--- config.mk ---
export PLATFORM = sky130hd
export DESIGN_NAME = player_input_ctrl
export DESIGN_NICKNAME = d
export VERILOG_FILES = /design/src/rtl/player_input_ctrl.sv
export SDC_FILE = /design/constraint.sdc
export NUM_CORES = 1
export LEC_CHECK = 0
export CAP_MARGIN = 30
export CORE_AREA = 4 4 123 125
export CTS_CLUSTER_DIAMETER = 80
export CTS_CLUSTER_SIZE = 10
export DETAILED_ROUTE_END_ITERATION = 7
export DIE_AREA = 0 0 127 129
export GPL_ROUTABILITY_DRIVEN = 1
export PLACE_DENSITY = 0.53
export SETUP_SLACK_MARGIN = 0.4
export SLEW_MARGIN = 15
export SYNTH_ARGS = -nofsm -noshare
export SYNTH_HDL_FRONTEND = slang
export SYNTH_SLANG_ARGS = --single-unit
--- constraint.sdc ---
create_clock -name clk -period 4.3 [get_ports clk]
set_input_delay 0.86 -clock clk [delete_from_list [all_inputs] [get_ports clk]]
set_output_delay 0.86 -clock clk [all_outputs]
set_load 0.005 [all_outputs]
--- src/rtl/player_input_ctrl.sv ---
// Buzz-in capture for four players: sync, debounce, once-per-round recording, and a
// req/ack writer into the player slots at BASE_ADDR..BASE_ADDR+3.
// Optional build macro PLAYER_TIMESTAMP_EN: write reaction time instead of a buzz flag.
module player_input_ctrl #(
    parameter int WIDTH           = 16,
    parameter int RAM_ADDR_BITS   = 16,
    parameter logic [RAM_ADDR_BITS-1:0] BASE_ADDR = RAM_ADDR_BITS'(16'h0020),
    parameter int DEBOUNCE_CYCLES = 50000,
    parameter int DB_BITS         = 16
) (
    input  logic                     clk,
    input  logic                     rst,
    input  logic [3:0]               btn,
    input  logic                     arm,
    output logic                     wr_req,
    input  logic                     wr_ack,
    output logic [RAM_ADDR_BITS-1:0] wr_adr,
    output logic [WIDTH-1:0]         wr_data,
    output logic                     first_valid,
    output logic [1:0]               first_player,
    output logic [3:0]               pending,
    output logic                     state_dbg
);

    // Handshake: wr_req rises with wr_adr/wr_data valid and all three hold until the
    // cycle wr_ack is seen; the write completes on that edge and wr_req drops for at
    // least one cycle. wr_ack without wr_req has no effect.

    typedef enum logic {IDLE, REQ} state_t;

    localparam logic [DB_BITS-1:0] DB_LAST = DB_BITS'(DEBOUNCE_CYCLES - 1);

    state_t               state, next_state;
    logic [3:0]           sync1, sync2;
    logic [3:0]           stable, stable_q;
    logic [DB_BITS-1:0]   db_cnt [4];
    logic [3:0]           press;
    logic                 armed;
    logic [3:0]           reported;
    logic [3:0]           accepted;
    logic [3:0]           pending_n;
    logic [3:0]           cur_mask;
    logic [1:0]           cur;
    logic [1:0]           sel;
    logic [WIDTH-1:0]     sel_data;
    logic                 start;
    logic                 done;

    function automatic logic [1:0] lowest(input logic [3:0] v);
        if (v[0])      return 2'd0;
        else if (v[1]) return 2'd1;
        else if (v[2]) return 2'd2;
        else           return 2'd3;
    endfunction

    // Two-flop synchroniser on the raw buttons.
    always_ff @(posedge clk) begin
        if (rst) begin
            sync1 <= '0;
            sync2 <= '0;
        end else begin
            sync1 <= btn;
            sync2 <= sync1;
        end
    end

    // A level change is accepted only after it has held for DEBOUNCE_CYCLES cycles.
    always_ff @(posedge clk) begin
        if (rst) begin
            stable   <= '0;
            stable_q <= '0;
            press    <= '0;
            for (int i = 0; i < 4; i++) db_cnt[i] <= '0;
        end else begin
            for (int i = 0; i < 4; i++) begin
                if (sync2[i] == stable[i]) begin
                    db_cnt[i] <= '0;
                end else if (db_cnt[i] == DB_LAST) begin
                    stable[i] <= sync2[i];
                    db_cnt[i] <= '0;
                end else begin
                    db_cnt[i] <= db_cnt[i] + 1'b1;
                end
            end
            stable_q <= stable;
            press    <= stable & ~stable_q;
        end
    end

    // arm in the same cycle as a press takes priority and the press is lost.
    assign accepted = press & ~reported & {4{armed & ~arm}};
    assign cur_mask = 4'b0001 << cur;
    assign sel      = lowest(pending);

    always_comb begin
        pending_n = pending;
        if (arm) begin
            pending_n = (state == REQ) ? (pending & cur_mask) : 4'b0000;
        end else begin
            pending_n = pending | accepted;
        end
        if (done) pending_n[cur] = 1'b0;
    end

    always_ff @(posedge clk) begin
        if (rst) begin
            state <= IDLE;
        end else begin
            state <= next_state;
        end
    end

    always_comb begin
        next_state = state;
        start      = 1'b0;
        done       = 1'b0;
        case (state)
            IDLE: begin
                if ((pending != 4'b0000) && !arm) begin
                    next_state = REQ;
                    start      = 1'b1;
                end
            end
            REQ: begin
                if (wr_ack) begin
                    next_state = IDLE;
                    done       = 1'b1;
                end
            end
            default: next_state = IDLE;
        endcase
    end

    assign wr_req    = (state == REQ);
    assign state_dbg = state;

    always_ff @(posedge clk) begin
        if (rst) begin
            armed        <= 1'b0;
            reported     <= '0;
            pending      <= '0;
            first_valid  <= 1'b0;
            first_player <= '0;
            cur          <= '0;
            wr_adr       <= '0;
            wr_data      <= '0;
        end else begin
            pending <= pending_n;
            if (arm) begin
                armed        <= 1'b1;
                reported     <= '0;
                first_valid  <= 1'b0;
                first_player <= '0;
            end else begin
                reported <= reported | accepted;
                if (!first_valid && (accepted != 4'b0000)) begin
                    first_valid  <= 1'b1;
                    first_player <= lowest(accepted);
                end
            end
            if (start) begin
                cur     <= sel;
                wr_adr  <= BASE_ADDR + RAM_ADDR_BITS'(sel);
                wr_data <= sel_data;
            end
        end
    end

`ifdef PLAYER_TIMESTAMP_EN
    logic [WIDTH-1:0] react_cnt;
    logic [WIDTH-1:0] ts_cap [4];

    // Reaction counter restarts on arm and sticks at all-ones rather than wrapping.
    always_ff @(posedge clk) begin
        if (rst) begin
            react_cnt <= '0;
            for (int i = 0; i < 4; i++) ts_cap[i] <= '0;
        end else begin
            if (arm) begin
                react_cnt <= '0;
            end else if (react_cnt != {WIDTH{1'b1}}) begin
                react_cnt <= react_cnt + 1'b1;
            end
            for (int i = 0; i < 4; i++) begin
                if (accepted[i]) ts_cap[i] <= react_cnt;
            end
        end
    end

    assign sel_data = ts_cap[sel];
`else
    assign sel_data = WIDTH'(1);
`endif

endmodule

==> parameters.txt <==
Parameter                              Value

Status
  Result of the run    finished, final reports clean

Drt
  Remaining routing DRC violations    0
  WL per Instance    11.8 µm
  Routed wire length    8770 µm
  Remaining antenna violation count after routing    0
  Drt pass-1 iters    4
  Number of vias in the routed layout    3369
  DRC marker count from the first detailed-route iteration    141
  Average vias per placed instance    4.53

Run
  Number of maximum-capacitance violations    0

Global routing
  Maximum number of pins on one net before global-route repair    19
  Aggregate global-route resource usage    11.5%
  First-pass GRT wire length    15100 µm
  Vias in the first global route    3192
  Global route overflow    0
  Antenna violations before repair    0

Die
  Site row count    43
  Core region area    0.0139 mm²
  Starting Density    35.8%
  Top-level I/O count    49
  Height of the die    129 µm
  Die width    127 µm
  Die Footprint    0.0164 mm²

Clock tree
  Number of sinks driven by the clock tree    100
  Clk root buf    clkbuf_16
  Number of instances resized during post-cts repair    0
  Post-cts hold buffer count    0
  Number of setup buffers added after CTS    0
  Worst-path clk slew    60 ps
  Bufs on Longest Clock Path    2
  Clock tree from TritonCTS    yes
  CTS H-Tree Depth    3
  Total CTS buffers    9
  Clock latency at the later pin of the worst-skew pair    350 ps

Timing
  Final clock skew    6.81 ps
  Number of failing setup endpoints in the final timing report    0
  Slew margin rel.    54.6%
  Number of max-slew violations in the final report    0
  Min Tclk post-route    2320 ps
  Final clock period utilization by the worst path    54.0%
  RSZ-0062 raised after global routing    false
  Transition time of the tightest slew-check pin    676 ps
  Final total negative setup slack    0 ps
  Highest clock rate    0.430 GHz
  Final number of hold-violating endpoints    0

Worst setup path
  Kind of start point of the critical path    primary input
  Origin of the critical flop-to-flop path    db_cnt[2][0]
  Startpoint of the worst setup timing path    rst
  Required time at the endpoint of the critical path    4380 ps
  Biggest fanout along the worst timing path    18
  Capturing element of the worst setup path    db_cnt[2][6]
  R2R setup slack    2280 ps
  Critical register-to-register path endpoint    db_cnt[2][6]
  Worst setup path category    in2reg
  Critical path arrival    2400 ps
  Worst Setup End Kind    flop
  Depth of the worst register-to-register path    5

Logic synthesis
  Yosys warnings    0
  Number of flip-flops and latches in the synthesized netlist    100
  Ys async rst share    0%
  Post-synthesis sequential area ratio    53.2%
  Mapped cell area    0.00496 mm²
  Number of synthesized flops with an enable pin    64
  Post-synth cell types    45
  Most instantiated flip-flop cell in the synthesis netlist    edfxtp_1
  Cells after Synth    475
  Average cell area after synthesis    10.4 µm²

Finish
  Layout fillers    1381
  Final Net Count    570
  Most used cells in the layout excluding fill and tap cells    conb_1 (92), nor2_1 (81), edfxtp_1 (64), xnor2_1 (40), dfxtp_1 (36)
  Growth of design area from synthesis to finish    15.6%
  Utilization after layout    41.3%
  Share of layout cells above drive strength 1    4.44%
  Most common cell after layout, fill and taps aside    conb_1
  Inserted Diodes    0

Placement
  Detail Placement HPWL    6340 µm
  Placer's final routability congestion estimate    0.764
  Number of port buffers    20

Pwr
  Total net switching power    439 µW
  Power Dens Cells    335 mW/mm²
  Worst IR drop on VDD    0.147 mV
  Leakage power figure    0.00203 µW
  Internal power    1480 µW
  Combinational cell fraction of total power    4.2%
  Reg power frac    56.6%
  Share of total power consumed by net switching    22.9%
  Portion of total power attributed to the clock network    39.3%

Min path
  HP Class    reg2reg
==> final cells by class <==
| class | count | area (µm²) | share of cell area (%) |
|---|---|---|---|
| Multi-Input combinational cell | 416 | 2360 | 41.1 |
| Clock inverter | 5 | 35.0 | 0.611 |
| Sequential cell | 100 | 2640 | 46.1 |
| Inverter | 10 | 37.5 | 0.654 |
| Clock buffer | 11 | 233 | 4.06 |
| Timing Repair Buffer | 21 | 208 | 3.62 |
| Tap cell | 180 | 225 | 3.93 |
==> cells in the mapped netlist, drive strengths merged (4+ instances only) <==
library cell	instances	share of area, %
edfxtp	64	39
nand4	17	2.6
buf	36	5.1
mux2	4	0.91
mux2i	4	0.81
nor4bb	8	1.6
xor2	16	2.8
nor4b	5	0.88
inv	10	0.76
nand2	23	1.7
ha	4	1.0
and4	5	0.88
nor4	7	0.88
dfxtp	36	15
xnor2	40	7.1
nor3	18	1.8
a21oi	17	1.7
or4	4	0.61
nor2b	22	2.8
nor2	81	6.1
o31ai	4	0.61
and3	9	1.2
nand3	19	1.9
==> cells by family after synthesis <==
family	share of synthesized area, %
simple gates	24.3
compound gates	3.63
xor+xnor	9.88
flops	53.2
mux	1.71
other cells	0.151
fa+ha+maj	1.01
buf+inv	6.10
==> worst max-delay path, stage by stage <==
cell and delay (ps):
clkdlybuf4s50_1 880, nor2_1 130, nand2_1 420, nor2_1 100
==> how the worst min path moves through the flow <==
stage | startpoint | end | depth (start not counted)
global route | stable_q[3] | press[3] | 1
floorplan | stable_q[0] | press[0] | 1
detailed placement | stable_q[2] | press[2] | 1
CTS | stable_q[2] | press[2] | 1
finish | stable_q[2] | press[2] | 1
global placement | stable_q[2] | press[2] | 1
==> per-stage QoR <==
step	hold slack (ps)	area, µm²	worst slack (ps)	instances	power, µW
2_1_floorplan	367	5300	2480	565	1180
3_3_place_gp	374	5470	1630	727	1180
3_5_place_dp	372	5470	1560	727	1180
4_1_cts	381	5740	1950	743	1950
5_1_grt	399	5740	1800	743	2010
6_report	381	5740	1980	743	1920
==> power by group through the flow <==
stage,Sequential [µW],Combinational (µW),Clock (µW)
2_1_floorplan,1100,80.7,0
3_3_place_gp,1110,77.5,0
3_5_place_dp,1110,78.1,0
4_1_cts,1090,78.6,781
5_1_grt,1090,92.9,825
6_report,1090,80.1,754
==> sequential cells by signal (all words and copies together), names as in the netlist, 4 cells and up <==
signal / count
reported: 4
stable: 4
pending: 4
press: 4
db_cnt: 64
sync2: 4
stable_q: 4
sync1: 4
==> metal layers <==
metal	vias up	global-route usage [%]	wire length, µm
li1	1734	-	-
met1	1560	16.2	4550
met4	0	4.61	155
met3	12	3.36	427
met5	-	0	0
met2	63	16.5	3630
Power figures use the tool's default switching activity.
